### src/rtl/npc_pkg.sv
// Shared types and defaults for the memory arbiter: FSM states, transaction
// owner encoding, default bus widths and a counter-width helper.
package npc_pkg;

    localparam int NPC_ADDR_W = 32;
    localparam int NPC_DATA_W = 32;

    typedef enum logic [1:0] {
        ST_IDLE = 2'd0,
        ST_REQ  = 2'd1,
        ST_WAIT = 2'd2
    } arb_state_e;

    typedef enum logic {
        OWN_IFU = 1'b0,
        OWN_LSU = 1'b1
    } owner_e;

    // Bits needed to hold the values 0..max_val (at least one bit).
    function automatic int cnt_width(input int max_val);
        return (max_val < 1) ? 1 : $clog2(max_val + 1);
    endfunction

endpackage

### src/rtl/arb_timeout_cnt.sv
// WAIT-state watchdog. The count is 0 on the first WAIT cycle and advances
// once per enabled cycle; expired flags the cycle whose increment would make
// the count reach TIMEOUT, so the error response is registered on that edge.
// TIMEOUT must be at least 1.
module arb_timeout_cnt
    import npc_pkg::*;
#(
    parameter int TIMEOUT = 255
) (
    input  logic clk,
    input  logic rst,
    input  logic enable,
    input  logic clear,
    output logic expired
);

    localparam int CNT_W = cnt_width(TIMEOUT);
    localparam logic [CNT_W-1:0] CNT_MAX  = CNT_W'(TIMEOUT);
    localparam logic [CNT_W-1:0] CNT_LAST = CNT_W'(TIMEOUT - 1);

    logic [CNT_W-1:0] cnt_q, cnt_d;

    // Next count: clear wins, otherwise advance while enabled and stop at TIMEOUT.
    always_comb begin
        // NOTE: assign a default before any branch so no path leaves cnt_d unassigned (no latch).
        cnt_d = cnt_q;
        if (clear) begin
            cnt_d = '0;
        end else if (enable && (cnt_q != CNT_MAX)) begin
            cnt_d = cnt_q + CNT_W'(1);
        end
    end

    // Count register.
    always_ff @(posedge clk or negedge rst) begin
        // NOTE: sequential state uses non-blocking assignments so every flop samples pre-edge values.
        if (!rst) begin
            cnt_q <= '0;
        end else begin
            cnt_q <= cnt_d;
        end
    end

    assign expired = enable && !clear && (cnt_q == CNT_LAST);

endmodule

### src/rtl/mem_arbiter.sv
// Two-requester (IFU/LSU) arbiter in front of a single-outstanding memory
// port. LSU has priority; an IFU starved for STARVE_LIMIT consecutive LSU
// grants is forced through. One transaction is in flight at a time.
module mem_arbiter
    import npc_pkg::*;
#(
    parameter int ADDR_W       = NPC_ADDR_W,
    parameter int DATA_W       = NPC_DATA_W,
    parameter int TIMEOUT      = 255,
    parameter int STARVE_LIMIT = 4
) (
    input  logic                clk,
    input  logic                rst,
    input  logic                ifu_req_valid,
    output logic                ifu_req_ready,
    input  logic [ADDR_W-1:0]   ifu_addr,
    output logic                ifu_resp_valid,
    output logic [DATA_W-1:0]   ifu_resp_data,
    output logic                ifu_resp_err,
    input  logic                lsu_req_valid,
    output logic                lsu_req_ready,
    input  logic [ADDR_W-1:0]   lsu_addr,
    input  logic                lsu_wen,
    input  logic [DATA_W-1:0]   lsu_wdata,
    input  logic [DATA_W/8-1:0] lsu_wmask,
    output logic                lsu_resp_valid,
    output logic [DATA_W-1:0]   lsu_resp_data,
    output logic                lsu_resp_err,
    output logic                mem_req_valid,
    input  logic                mem_req_ready,
    output logic [ADDR_W-1:0]   mem_addr,
    output logic                mem_wen,
    output logic [DATA_W-1:0]   mem_wdata,
    output logic [DATA_W/8-1:0] mem_wmask,
    input  logic                mem_resp_valid,
    input  logic [DATA_W-1:0]   mem_resp_data,
    output logic                busy
);

    localparam int MASK_W   = DATA_W / 8;
    localparam int STARVE_W = cnt_width(STARVE_LIMIT);
    localparam logic [STARVE_W-1:0] STARVE_MAX = STARVE_W'(STARVE_LIMIT);

    arb_state_e            state_q, state_d;
    owner_e                owner_q;
    logic [ADDR_W-1:0]     addr_q;
    logic                  wen_q;
    logic [DATA_W-1:0]     wdata_q;
    logic [MASK_W-1:0]     wmask_q;
    logic [STARVE_W-1:0]   starve_q;
    logic                  ifu_resp_valid_q, lsu_resp_valid_q;
    logic                  ifu_resp_err_q, lsu_resp_err_q;
    logic [DATA_W-1:0]     ifu_resp_data_q, lsu_resp_data_q;

    logic grant_ifu, grant_lsu;
    logic ifu_accept, lsu_accept;
    logic to_enable, to_clear, to_expired;
    logic resp_fire;

    // Arbitration: LSU first, unless the IFU has hit the starvation limit.
    always_comb begin
        grant_ifu = ifu_req_valid && (!lsu_req_valid || (starve_q == STARVE_MAX));
        grant_lsu = lsu_req_valid && !grant_ifu;
    end

    assign ifu_accept = ifu_req_valid && ifu_req_ready;
    assign lsu_accept = lsu_req_valid && lsu_req_ready;
    assign resp_fire  = (state_q == ST_WAIT) && (mem_resp_valid || to_expired);

    // FSM state register.
    always_ff @(posedge clk or negedge rst) begin
        if (!rst) begin
            state_q <= ST_IDLE;
        end else begin
            state_q <= state_d;
        end
    end

    // FSM next state.
    always_comb begin
        state_d = state_q;
        unique case (state_q)
            ST_IDLE: if (ifu_accept || lsu_accept) state_d = ST_REQ;
            ST_REQ:  if (mem_req_ready) state_d = ST_WAIT;
            ST_WAIT: if (mem_resp_valid || to_expired) state_d = ST_IDLE;
            default: state_d = ST_IDLE;
        endcase
    end

    // FSM outputs: ready only in IDLE for the granted side, request in REQ, watchdog in WAIT.
    always_comb begin
        ifu_req_ready = 1'b0;
        lsu_req_ready = 1'b0;
        mem_req_valid = 1'b0;
        busy          = 1'b1;
        to_enable     = 1'b0;
        to_clear      = 1'b1;
        unique case (state_q)
            ST_IDLE: begin
                ifu_req_ready = grant_ifu;
                lsu_req_ready = grant_lsu;
                busy          = 1'b0;
            end
            ST_REQ:  mem_req_valid = 1'b1;
            ST_WAIT: begin
                to_enable = 1'b1;
                to_clear  = 1'b0;
            end
            default: ;
        endcase
    end

    // Capture the accepted request; a fetch is always a full read with no store data.
    always_ff @(posedge clk or negedge rst) begin
        if (!rst) begin
            owner_q <= OWN_IFU;
            addr_q  <= '0;
            wen_q   <= 1'b0;
            wdata_q <= '0;
            wmask_q <= '0;
        end else if (ifu_accept) begin
            owner_q <= OWN_IFU;
            addr_q  <= ifu_addr;
            wen_q   <= 1'b0;
            wdata_q <= '0;
            wmask_q <= '0;
        end else if (lsu_accept) begin
            owner_q <= OWN_LSU;
            addr_q  <= lsu_addr;
            wen_q   <= lsu_wen;
            wdata_q <= lsu_wdata;
            wmask_q <= lsu_wmask;
        end
    end

    // Starvation count: LSU wins over a waiting IFU bump it, any IFU grant clears it.
    always_ff @(posedge clk or negedge rst) begin
        if (!rst) begin
            starve_q <= '0;
        end else if (ifu_accept) begin
            starve_q <= '0;
        end else if (lsu_accept && ifu_req_valid && (starve_q != STARVE_MAX)) begin
            starve_q <= starve_q + STARVE_W'(1);
        end
    end

    // Response pulse to the owner; data holds between pulses, err only accompanies a pulse.
    always_ff @(posedge clk or negedge rst) begin
        if (!rst) begin
            ifu_resp_valid_q <= 1'b0;
            lsu_resp_valid_q <= 1'b0;
            ifu_resp_err_q   <= 1'b0;
            lsu_resp_err_q   <= 1'b0;
            ifu_resp_data_q  <= '0;
            lsu_resp_data_q  <= '0;
        end else begin
            ifu_resp_valid_q <= 1'b0;
            lsu_resp_valid_q <= 1'b0;
            ifu_resp_err_q   <= 1'b0;
            lsu_resp_err_q   <= 1'b0;
            if (resp_fire) begin
                if (owner_q == OWN_IFU) begin
                    ifu_resp_valid_q <= 1'b1;
                    ifu_resp_err_q   <= !mem_resp_valid;
                    ifu_resp_data_q  <= mem_resp_valid ? mem_resp_data : '0;
                end else begin
                    lsu_resp_valid_q <= 1'b1;
                    lsu_resp_err_q   <= !mem_resp_valid;
                    lsu_resp_data_q  <= mem_resp_valid ? mem_resp_data : '0;
                end
            end
        end
    end

    arb_timeout_cnt #(
        .TIMEOUT (TIMEOUT)
    ) u_timeout (
        .clk     (clk),
        .rst     (rst),
        .enable  (to_enable),
        .clear   (to_clear),
        .expired (to_expired)
    );

    assign mem_addr       = addr_q;
    assign mem_wen        = wen_q;
    assign mem_wdata      = wdata_q;
    assign mem_wmask      = wmask_q;
    assign ifu_resp_valid = ifu_resp_valid_q;
    assign ifu_resp_data  = ifu_resp_data_q;
    assign ifu_resp_err   = ifu_resp_err_q;
    assign lsu_resp_valid = lsu_resp_valid_q;
    assign lsu_resp_data  = lsu_resp_data_q;
    assign lsu_resp_err   = lsu_resp_err_q;

endmodule

### config.mk
export PLATFORM = sky130hd
export DESIGN_NAME = mem_arbiter
export DESIGN_NICKNAME = d
export VERILOG_FILES = /design/src/rtl/npc_pkg.sv /design/src/rtl/arb_timeout_cnt.sv /design/src/rtl/mem_arbiter.sv
export SDC_FILE = /design/constraint.sdc
export NUM_CORES = 1
export LEC_CHECK = 0
export ABC_AREA = 1
export CELL_PAD_IN_SITES_DETAIL_PLACEMENT = 1
export CELL_PAD_IN_SITES_GLOBAL_PLACEMENT = 1
export CORE_MARGIN = 5
export CORE_UTILIZATION = 34
export CTS_BUF_LIST = sky130_fd_sc_hd__clkbuf_8
export CTS_CLUSTER_SIZE = 25
export DETAILED_ROUTE_END_ITERATION = 7
export PLACE_DENSITY_LB_ADDON = 0.1
export SLEW_MARGIN = 25
export SYNTH_ARGS = -nofsm -noshare
export SYNTH_HDL_FRONTEND = slang
export SYNTH_SLANG_ARGS = --single-unit
export TNS_END_PERCENT = 50
### constraint.sdc
create_clock -name clk -period 2.9 [get_ports clk]
set_input_delay 0.58 -clock clk [delete_from_list [all_inputs] [get_ports clk]]
set_output_delay 0.58 -clock clk [all_outputs]
set_load 0.01 [all_outputs]
After elaboration in Yosys (flattened, before gate mapping)
Index checks and enable logic that the tools add are counted.
{"block": "totals", "register_bits": 151, "inputBits": 139, "word_cells": 81}
{"block": "classes", "add_sub_neg": 2, "eq_ne": 10, "mux": 32, "bitwise_logic": 1, "reduce_logical": 22}
{"cell": "2-to-1 mux 32 bit", "n": 5}
{"cell": "2-to-1 mux 1 bit", "n": 17}
{"cell": "2-to-1 mux 8 bit", "n": 2}
{"cell": "logical AND 1 bit", "n": 10}
{"cell": "adder 8 x 1 -> 8 bit, second input constant", "n": 1}
{"cell": "equality test 8 bit, second input constant", "n": 1}
{"cell": "2-to-1 mux 4 bit", "n": 2}
{"cell": "!= test 8 bit, second input constant", "n": 1}
{"cell": "2-to-1 mux 2 bit", "n": 3}
{"cell": "2-to-1 mux 3 bit", "n": 2}
{"cell": "case mux 2 bit (3 select lines)", "n": 1}
{"cell": "!= test 2 x 1 -> 1 bit, second input constant", "n": 2}
{"cell": "!= test 2 bit, second input constant", "n": 2}
{"cell": "AND reduction 2 bit", "n": 2}
{"cell": "nonzero test 2 bit", "n": 2}
{"cell": "adder 3 x 1 -> 3 bit, second input constant", "n": 1}
{"cell": "equality test 3 bit, second input constant", "n": 1}
{"cell": "logical NOT 1 bit", "n": 3}
{"cell": "logical OR 1 bit", "n": 3}
{"cell": "!= test 3 bit, second input constant", "n": 1}
{"cell": "AND reduction 3 bit", "n": 1}
{"cell": "equality test 2 x 1 -> 1 bit, second input constant", "n": 1}
{"cell": "equality test 2 bit, second input constant", "n": 1}
{"cell": "logical NOT 2 bit", "n": 1}
{"cell": "inverter 1 bit", "n": 1}

Depth between registers and ports, before layout
Gate-level depths: netlist of run 1.
{"block": "depth", "ltp_word": 11, "depth_mapped": 10, "depth_no_buf": 9}

By module
Synthesis of run 1 repeated with hierarchy kept, for this count alone.
{"block": "unflattened", "hier_cells": 702, "area_unflattened_um2": 6432.4}
{"mod": "mem_arbiter", "instances": 1, "cells_per_inst": 627, "area_each_um2": 5904.4, "seq_area_each_um2": 3578.4}
{"mod": "arb_timeout_cnt", "instances": 1, "cells_per_inst": 75, "area_each_um2": 528.0, "seq_area_each_um2": 200.2}

Least setup slack after synthesis of run 1
OpenSTA, ideal clock, no wires.
{"block": "synth_path", "path_type": "reg2out", "startpoint": "register state_q[1]", "endpoint": "output ifu_req_ready", "arrival_time_ps": 1113, "required_ps": 2320, "slack_ps": 1207, "stages_incl_launch_ff": 7, "path_buffers": 1, "path_cell_list": "dfrtp_1 > nor2_2 > inv_2 > nor2_4 > nand2_4 > buf_6 > inv_1"}
{"block": "synth_between", "elab_chain_len": 2}
{"element": "start: declaration", "line": "mem_arbiter.sv:44", "rtl": "arb_state_e state_q, state_d;"}
{"element": "start signal: assignment", "line": "mem_arbiter.sv:75", "rtl": "state_q <= state_d;"}
{"element": "logical NOT 2 bit", "line": "mem_arbiter.sv:98", "rtl": "unique case (state_q)"}
{"element": "2-to-1 mux 1 bit", "line": "mem_arbiter.sv:98"}
{"element": "end: declaration", "line": "mem_arbiter.sv:15", "rtl": "output logic ifu_req_ready,"}
No other way between the ends.

Worst setup path in the final report of run 1
Ends and elaborated chain as after synthesis.

==> parameters.txt, run 1 <==
Parameter                              Value

Timing
  Fmax achieved ... 386 MHz
  Setup violators final ... 0
  Headroom to the max-slew limit ... 55.2%
  Worst-Margin Slew ... 0.672 ns
  Final Skew ... 0.0152 ns
  Sum Neg Setup Slack ... 0 ns
  Period minus WS final ... 2.59 ns
  Period Utilization, post-route ... 89.3%
  Fin. max-slew vios ... 0
  Final Worst Setup Slack ... 0.309 ns
  Final Hold Violating Endpoints ... 0
  Setup repair after global routing missed its margin ... no

Placed design
  Post-place setup slack ... 0.323 ns
  Count of input and output buffers ... 279
  Weighted congestion at the end of routability-driven global placement ... 0.793
  Half-perimeter wire length of the detailed placement result ... 15,800 um

Power
  Power per cell area ... 1030 mW/mm2
  Total design power ... 9.88 mW
  P_leak ... 4.34 nW
  Max rail drop VDD ... 0.353 mV

Die
  Total Die Area ... 0.0214 mm2
  Effective utilization at floorplan ... 34.8%
  Width of the chip ... 146 um
  Number of top-level pins ... 280
  Count of standard-cell rows ... 49
  Overall die height ... 146 um
  Placeable core area ... 0.0181 mm2

CTS
  Clock Tree Buf Depth ... 2
  CTS Buf Count ... 17
  Worst-Skew Late Latency ... 0.45 ns
  CTS Root Cell ... clkbuf_8
  Clock net sink count ... 151
  TritonCTS clock tree ... built
  CTS H-Tree Depth ... 4
  Hold-fix buffers, CTS ... 0
  CTS clk-pin slew, worst paths ... 0.09 ns
  Post-cts resize count ... 0
  Count of buffers added by post-CTS timing repair for setup ... 0

GRT
  Initial antenna violation count ... 3
  First-pass GRT wire length ... 34,400 um
  Global-route usage over all layers ... 20.1%
  Maximum number of pins on one net before global-route repair ... 65
  Total gr overflow ... 0
  Number of global-route vias before repair ... 6,270

Layout
  Footprint of the multi-input gates ... 0.00213 mm2
  Fraction of layout instances using a drive strength above 1 ... 8.17%
  Area growth from synthesis to layout ... 52.4%
  Number of nets in the layout ... 1,023
  FILL cells ... 1,989
  Sequential cell area in the final layout ... 0.00378 mm2

Drt
  Number of DRC markers after the initial detailed-route iteration ... 162
  Number of optimization iterations in the first detailed-route pass ... 4
  Final antenna-violating net count ... 0
  Final routed wirelength across all metal layers ... 21,600 um
  Post-detailed-route wirelength per cell ... 19.2 um
  Vias after detailed routing ... 5,616
  Drt via density ... 4.99
  Drt drc ... 0

Logic synthesis
  Cell types occupying the most area after synthesis ... dfrtp_1 60%, nand2_1 8.5%, nand4_1 6.6%, a22o_1 5.1%, nor2_1 4.0%
  Number of enable-type register cells in the synthesized netlist ... 0
  Fraction of registers with async set or reset after synthesis ... 100%
  Most frequently used cell type in the post-synthesis netlist ... dfrtp_1
  Most used standard cells in the synthesized netlist ... 151 x dfrtp_1, 143 x nand2_1, 67 x nor2_1
  Top_reg_cell synth ... dfrtp_1
  Cell type contributing the most total cell area after synthesis ... dfrtp_1
  Number of warning messages in the yosys log ... 0
  Number of distinct library cells after synthesis ... 32
  Yosys top cell area share ... 60.0%
  Post-synthesis sequential area ratio ... 60.0%
  Synthesized netlist net count ... 758
  Synthesized netlist cell count ... 615
  Synth Area per Inst ... 10.2 um2
  Synth Register Bits ... 151
  Post-synthesis instance area ... 0.00630 mm2

Run
  Max-capacitance violation count ... 0

Critical path
  Cells on worst reg2reg path ... 6
  Critical path fanouts, max ... 4
  CP startpoint kind ... flop
  Source of the worst register-to-register timing path ... state_q[0]
  Kind of capture point of the worst setup path ... output pin
  Launch point of the critical path ... state_q[1]
  Crit path DAT ... 2.01 ns
  Required time at the endpoint of the critical path ... 2.32 ns
  Critical path type ... flop to output pin

Worst hold path
  Hold Path Class ... input pin to async pin

Outcome
  Status ... completed
==> sequential cells by signal, indices dropped and copies added, names as in the netlist, 2 cells and up <==
signal / flops
ifu_resp_data: 32
mem_addr: 32
mem_wdata: 32
starve_q: 3
lsu_resp_data: 32
state_q: 2
u_timeout.cnt_q: 8
mem_wmask: 4
==> per-stage QoR <==
stage | hold slack (ns) | cells | utilization (%) | instance area [um2]
after floorplan | 0.284 | 615 | - | 6300
final | 0.0969 | 1125 | 53.1 | 9610
after detailed placement | 0.460 | 1090 | 50.8 | 9190
after global placement | 0.454 | 1090 | 50.8 | 9190
after CTS | 0.107 | 1122 | 53.1 | 9600
after global routing | 0.108 | 1125 | 53.1 | 9610
==> critical path, stage by stage, from the launching register on <==
cell and delay, ns:
dfrtp_1 0.44, nor2_2 0.22, inv_2 0.08, nor2_4 0.14, nand2_4 0.06, inv_1 0.05
clkdlybuf4s50_1 0.57
==> layout make-up <==
type | instances | area share (%)
clock buffer | 17 | 2.44
tap | 229 | 2.98
multi-input combinational | 392 | 22.2
inverter | 27 | 1.06
sequential | 151 | 39.3
timing repair buffer | 291 | 30.1
antenna | 3 | 0.0782
clock inverter | 15 | 1.85
==> logic make-up after synthesis <==
family	count (synthesis)	share of synthesized area [%]
buffers and inverters	72	6.27
DFF	151	60.0
adders and majority gates	4	0.794
and+or+nand+nor	297	21.7
AOI/OAI and AO/OA	90	11.1
xor gates and xnor gates	1	0.139
==> per-layer routing <==
layer / track usage (%) / up-vias / wire length [um]
li1: - / 2640 / -
met3: 5.45 / 30 / 1260
met4: 7.15 / 0 / 414
met1: 23.7 / 2777 / 8660
met5: 0 / - / 0
met2: 35.3 / 169 / 11200
==> layout by cell type, fill, tap and decap left out, drive strengths merged <==
master and count:
bufinv 3, o22ai 32, nor2 70, a22o 37, clkdlybuf4s50 277, inv 30, xor2 1, dfrtp 151
o31ai 1, a31oi 3, ha 4, o21ai 13, a21oi 4, nand3 8, clkinvlp 4, or2 6
clkbuf 17, buf 14, clkinv 5, nand2 147, diode 3, nand4 66
==> worst paths after layout <==
check                      slack (ns)                end
min in group clk                 0.47       lsu_resp_err
min                               0.1      mem_wdata[14]
min reg2reg                      0.48  ifu_resp_data[29]
max in group asynchronous        1.94       mem_addr[21]
max                              0.31      ifu_req_ready
max reg2reg                      1.01  lsu_resp_data[21]
==> report_power, final <==
group	switching, mW	total, mW	internal (mW)
registers	0.555	3.58	3.03
clock network	0.825	1.68	0.854
logic	2.26	4.62	2.37
(Power assumes the default switching activity.)
==> run 2, diff against run 1 <==
Settings changed: CELL_PAD_IN_SITES_DETAIL_PLACEMENT 1 to 2, CELL_PAD_IN_SITES_GLOBAL_PLACEMENT 1 to 2, CORE_UTILIZATION 34 to 27.
==> parameters.txt, run 2 (synthesis results as in run 1) <==
Parameter                              Value

Drt
  Number of DRC markers after the initial detailed-route iteration ... 189
  Drt drc ... 0
  Final antenna-violating net count ... 0
  Vias after detailed routing ... 5,740
  Final routed wirelength across all metal layers ... 24,000 um
  Drt via density ... 4.74
  Post-detailed-route wirelength per cell ... 19.8 um
  Number of optimization iterations in the first detailed-route pass ... 4

CTS
  CTS Root Cell ... clkbuf_8
  Clock net sink count ... 151
  TritonCTS clock tree ... built
  CTS clk-pin slew, worst paths ... 0.10 ns
  Worst-Skew Late Latency ... 0.46 ns
  Clock Tree Buf Depth ... 2
  Post-cts resize count ... 0
  CTS Buf Count ... 17
  Count of buffers added by post-CTS timing repair for setup ... 0
  Hold-fix buffers, CTS ... 0
  CTS H-Tree Depth ... 4

Power
  Max rail drop VDD ... 0.299 mV
  Total design power ... 10.2 mW
  P_leak ... 4.37 nW
  Power per cell area ... 1040 mW/mm2

Critical path
  Crit path DAT ... 2.10 ns
  Slowest stage cell on the critical path ... clkdlybuf4s50_1
  R2R Setup Slk ... 0.91 ns
  Source of the worst register-to-register timing path ... state_q[0]
  Count of buffering cells on the critical path with inverters included ... 4
  Cells on worst reg2reg path ... 6
  Critical path fanouts, max ... 5
  Required time at the endpoint of the critical path ... 2.32 ns
  Critical path type ... input pin to output pin
  List of cells traversed by the critical path ... clkdlybuf4s50_1 -> inv_1 -> nor2_4 -> nand2_4 -> inv_1 -> clkdlybuf4s50_1
  Family with the most delay on the worst path ... buffers and inverters
  Delay of the slowest cell on the worst path ... 0.57 ns
  Kind of capture point of the worst setup path ... output pin
  CP startpoint kind ... input pin
  Worst reg2reg endpoint ... u_timeout.cnt_q[3]

Placed design
  Weighted congestion at the end of routability-driven global placement ... 0.751
  Half-perimeter wire length of the detailed placement result ... 17,400 um
  Count of input and output buffers ... 279

Timing
  Period Utilization, post-route ... 92.3%
  Setup repair after global routing missed its margin ... no
  Worst-Margin Slew ... 0.713 ns
  Fmax achieved ... 374 MHz
  Setup violators final ... 0
  Final Skew ... 0.0193 ns
  Final Hold Violating Endpoints ... 0
  Headroom to the max-slew limit ... 52.5%
  Sum Neg Setup Slack ... 0 ns
  Period minus WS final ... 2.68 ns
  Fin. max-slew vios ... 0

Die
  Effective utilization at floorplan ... 27.1%
  Count of standard-cell rows ... 56
  Overall die height ... 163 um
  Total Die Area ... 0.0265 mm2
  Width of the chip ... 163 um
  Placeable core area ... 0.0233 mm2
  Number of top-level pins ... 280

Worst hold path
  Hold Path Class ... input pin to async pin

Run
  Max-capacitance violation count ... 0

Layout
  Footprint of the multi-input gates ... 0.00213 mm2
  Fraction of layout instances using a drive strength above 1 ... 8.18%
  Number of nets in the layout ... 1,022
  FILL cells ... 2,507
  Most frequent standard cell in the layout excluding fill and tap cells ... clkdlybuf4s50_1
  Area growth from synthesis to layout ... 55.0%
  Most frequent cells in the layout ... 277 x clkdlybuf4s50_1, 151 x dfrtp_1, 143 x nand2_1
  Sequential cell area in the final layout ... 0.00378 mm2
  Diode count ... 0

GRT
  First-pass GRT wire length ... 37,500 um
  Maximum number of pins on one net before global-route repair ... 67
  Number of global-route vias before repair ... 6,427
  Initial antenna violation count ... 0
  Total gr overflow ... 0
  Global-route usage over all layers ... 18.0%

Outcome
  Status ... completed
==> run 2: changes by cell type in the layout (fill, tap and decap cells not counted), moves of 2 or more <==
cell        change
clkinvlp_4      -3
diode_2         -3
inv_6           +3
buf_4           -2
clkinv_2        -2
inv_8           +2
==> run 2: how the worst max path moves through the flow <==
| stage | slack, ns | to | cells after the start | start |
|---|---|---|---|---|
| 2_1_floorplan | 1.21 | ifu_req_ready | 6 | state_q[1] |
| 3_3_place_gp | 0.23 | ifu_req_ready | 6 | ifu_req_valid |
| 3_5_place_dp | 0.21 | ifu_req_ready | 6 | ifu_req_valid |
| 4_1_cts | 0.20 | ifu_req_ready | 6 | ifu_req_valid |
| 5_1_grt | 0.11 | ifu_req_ready | 6 | ifu_req_valid |
| 6_report | 0.22 | ifu_req_ready | 6 | ifu_req_valid |
==> run 2: through the flow <==
step / setup slack [ns] / instances / area (um2) / hold slack, ns / util (%)
floorplan: 1.21 / 615 / 6300 / 0.284 / -
detailed placement: 0.210 / 1179 / 9300 / 0.462 / 40.0
global placement: 0.231 / 1179 / 9300 / 0.454 / 40.0
finish: 0.224 / 1211 / 9770 / 0.126 / 42.0
CTS: 0.201 / 1211 / 9770 / 0.124 / 42.0
global route: 0.112 / 1211 / 9770 / 0.153 / 42.0
==> run 2: power by group <==
part	total (mW)	switching, mW	internal, mW
registers	3.62	0.593	3.02
clock network	1.90	0.928	0.975
logic	4.66	2.29	2.37
total	10.2	3.81	6.37
==> run 2: layout make-up <==
| class | count | share of cell area, % |
|---|---|---|
| multi-input combinational | 392 | 21.8 |
| clock buffer | 17 | 2.40 |
| clock inverter | 15 | 2.33 |
| timing repair buffer | 290 | 29.7 |
| inverter | 27 | 1.04 |
| sequential | 151 | 38.7 |
| tap | 319 | 4.09 |
==> run 2: routing by layer <==
layer | routed length, um | track usage (%) | share of wire, %
met4 | 483 | 5.72 | 2.0
met3 | 1450 | 5.09 | 6.1
met2 | 12500 | 31.9 | 52
met1 | 9550 | 21.2 | 40
met5 | 0 | 0 | 0
==> run 2: worst reg2reg max path: cells and delay by family, from the launching register on <==
| family | cells | cell delay [ns] |
|---|---|---|
| AND/OR/NAND/NOR | 1 | 0.11 |
| flip-flops | 1 | 0.40 |
| AO/OA/AOI/OAI | 2 | 0.36 |
| buffers and inverters | 3 | 1.05 |
==> run 3, diff against run 2 <==
Settings changed: CORE_MARGIN 5 to 4, SLEW_MARGIN 25 to 20.
==> parameters.txt, run 3 (synthesis results as in run 1) <==
Parameter                              Value

Critical path
  Required time at the endpoint of the critical path ... 2.32 ns
  Crit path DAT ... 2.08 ns
  List of cells traversed by the critical path ... nor2_2 -> inv_2 -> nor2_4 -> nand2_4 -> inv_1 -> clkdlybuf4s50_1
  Family with the most delay on the worst path ... buffers and inverters
  Slowest stage cell on the critical path ... clkdlybuf4s50_1
  Kind of capture point of the worst setup path ... output pin
  Critical path fanouts, max ... 4
  Critical path type ... flop to output pin
  Count of buffering cells on the critical path with inverters included ... 3
  Delay of the slowest cell on the worst path ... 0.58 ns
  CP startpoint kind ... flop

Layout
  Area growth from synthesis to layout ... 53.4%
  Fraction of layout instances using a drive strength above 1 ... 8.29%
  Most frequent cells in the layout ... 277 x clkdlybuf4s50_1, 151 x dfrtp_1, 143 x nand2_1
  Sequential cell area in the final layout ... 0.00378 mm2
  Number of nets in the layout ... 1,023
  Most frequent standard cell in the layout excluding fill and tap cells ... clkdlybuf4s50_1
  FILL cells ... 2,432
  Footprint of the multi-input gates ... 0.00213 mm2

Timing
  Final Skew ... 0.0199 ns
  Fin. max-slew vios ... 0
  Fmax achieved ... 376 MHz
  Sum Neg Setup Slack ... 0 ns
  Worst-Margin Slew ... 0.798 ns
  Headroom to the max-slew limit ... 46.8%
  Final Hold Violating Endpoints ... 0
  Setup violators final ... 0
  Period minus WS final ... 2.66 ns
  Setup repair after global routing missed its margin ... no
  Period Utilization, post-route ... 91.7%

Run
  Max-capacitance violation count ... 0

Drt
  Drt drc ... 0
  Post-detailed-route wirelength per cell ... 19.5 um
  Final antenna-violating net count ... 0
  Vias after detailed routing ... 5,699
  Number of optimization iterations in the first detailed-route pass ... 5
  Final routed wirelength across all metal layers ... 23,500 um
  Drt via density ... 4.72
  Number of DRC markers after the initial detailed-route iteration ... 269

Worst hold path
  Hold Path Class ... input pin to async pin

GRT
  Number of global-route vias before repair ... 6,474
  Total gr overflow ... 0
  Global-route usage over all layers ... 18.1%
  Initial antenna violation count ... 2
  Maximum number of pins on one net before global-route repair ... 77
  First-pass GRT wire length ... 37,300 um

Placed design
  Weighted congestion at the end of routability-driven global placement ... 0.759
  Count of input and output buffers ... 279
  Half-perimeter wire length of the detailed placement result ... 17,100 um

CTS
  Clock Tree Buf Depth ... 2
  CTS Root Cell ... clkbuf_8
  CTS H-Tree Depth ... 4
  CTS clk-pin slew, worst paths ... 0.10 ns
  Post-cts resize count ... 0
  CTS Buf Count ... 17
  Hold-fix buffers, CTS ... 0
  Clock net sink count ... 151
  Count of buffers added by post-CTS timing repair for setup ... 0
  TritonCTS clock tree ... built
  Worst-Skew Late Latency ... 0.46 ns

Outcome
  Status ... completed

Die
  Number of top-level pins ... 280
  Width of the chip ... 161 um
  Placeable core area ... 0.0228 mm2
  Total Die Area ... 0.0259 mm2
  Effective utilization at floorplan ... 27.7%
  Count of standard-cell rows ... 55
  Overall die height ... 161 um

Power
  Total design power ... 9.79 mW
  Power per cell area ... 1010 mW/mm2
  Max rail drop VDD ... 0.300 mV
  P_leak ... 4.32 nW
[run 3: through the flow]
stage	instances	instance area (um2)	setup WS [ns]	utilization (%)	hold WS (ns)
3_3_place_gp	1174	9300	0.312	40.8	0.454
3_5_place_dp	1174	9300	0.311	40.8	0.462
2_1_floorplan	615	6300	1.21	-	0.284
5_1_grt	1208	9670	0.0571	42.4	0.156
6_report	1208	9670	0.241	42.4	0.116
4_1_cts	1206	9660	0.172	42.4	0.154
[run 3: worst reg2reg max path, stage by stage (launching register included)]
cell	delay (ns)
dfrtp_1	0.41
inv_1	0.11
nand2_2	0.10
inv_2	0.31
buf_4	0.56
o21ai_0	0.25
nor2_1	0.15
[run 3: area by class of cell]
cell class,count,area share [%]
Inverter,27,1.05
Sequential cell,151,39.1
Antenna cell,2,0.0518
Timing Repair Buffer,291,30.0
Tap cell,313,4.05
Multi-Input combinational cell,392,22.0
Clock buffer,18,2.56
Clock inverter,14,1.15
[run 3: final timing paths]
kind,from,to,slack [ns],depth (start not counted)
worst min register to register,ifu_resp_data[29],ifu_resp_data[29],0.48,2
min in group clk,mem_resp_valid,ifu_resp_err,0.48,4
worst min-delay path,rst,mem_addr[19],0.12,1
max in group asynchronous,rst,mem_wmask[1],1.97,2
worst max-delay path,state_q[1],ifu_req_ready,0.24,6
worst max register to register,state_q[0],u_timeout.cnt_q[7],0.92,6
[run 3: power by group]
part / internal [mW] / switching [mW]
Clock: 0.635 / 0.894
Combinational: 2.37 / 2.31
Sequential: 3.02 / 0.556
[run 3: layer usage]
layer  wire length (um)  track usage [%]
met1               9650             21.4
met5                  0                0
met2              12300             32.4
met3               1220             5.11
met4                400             4.89
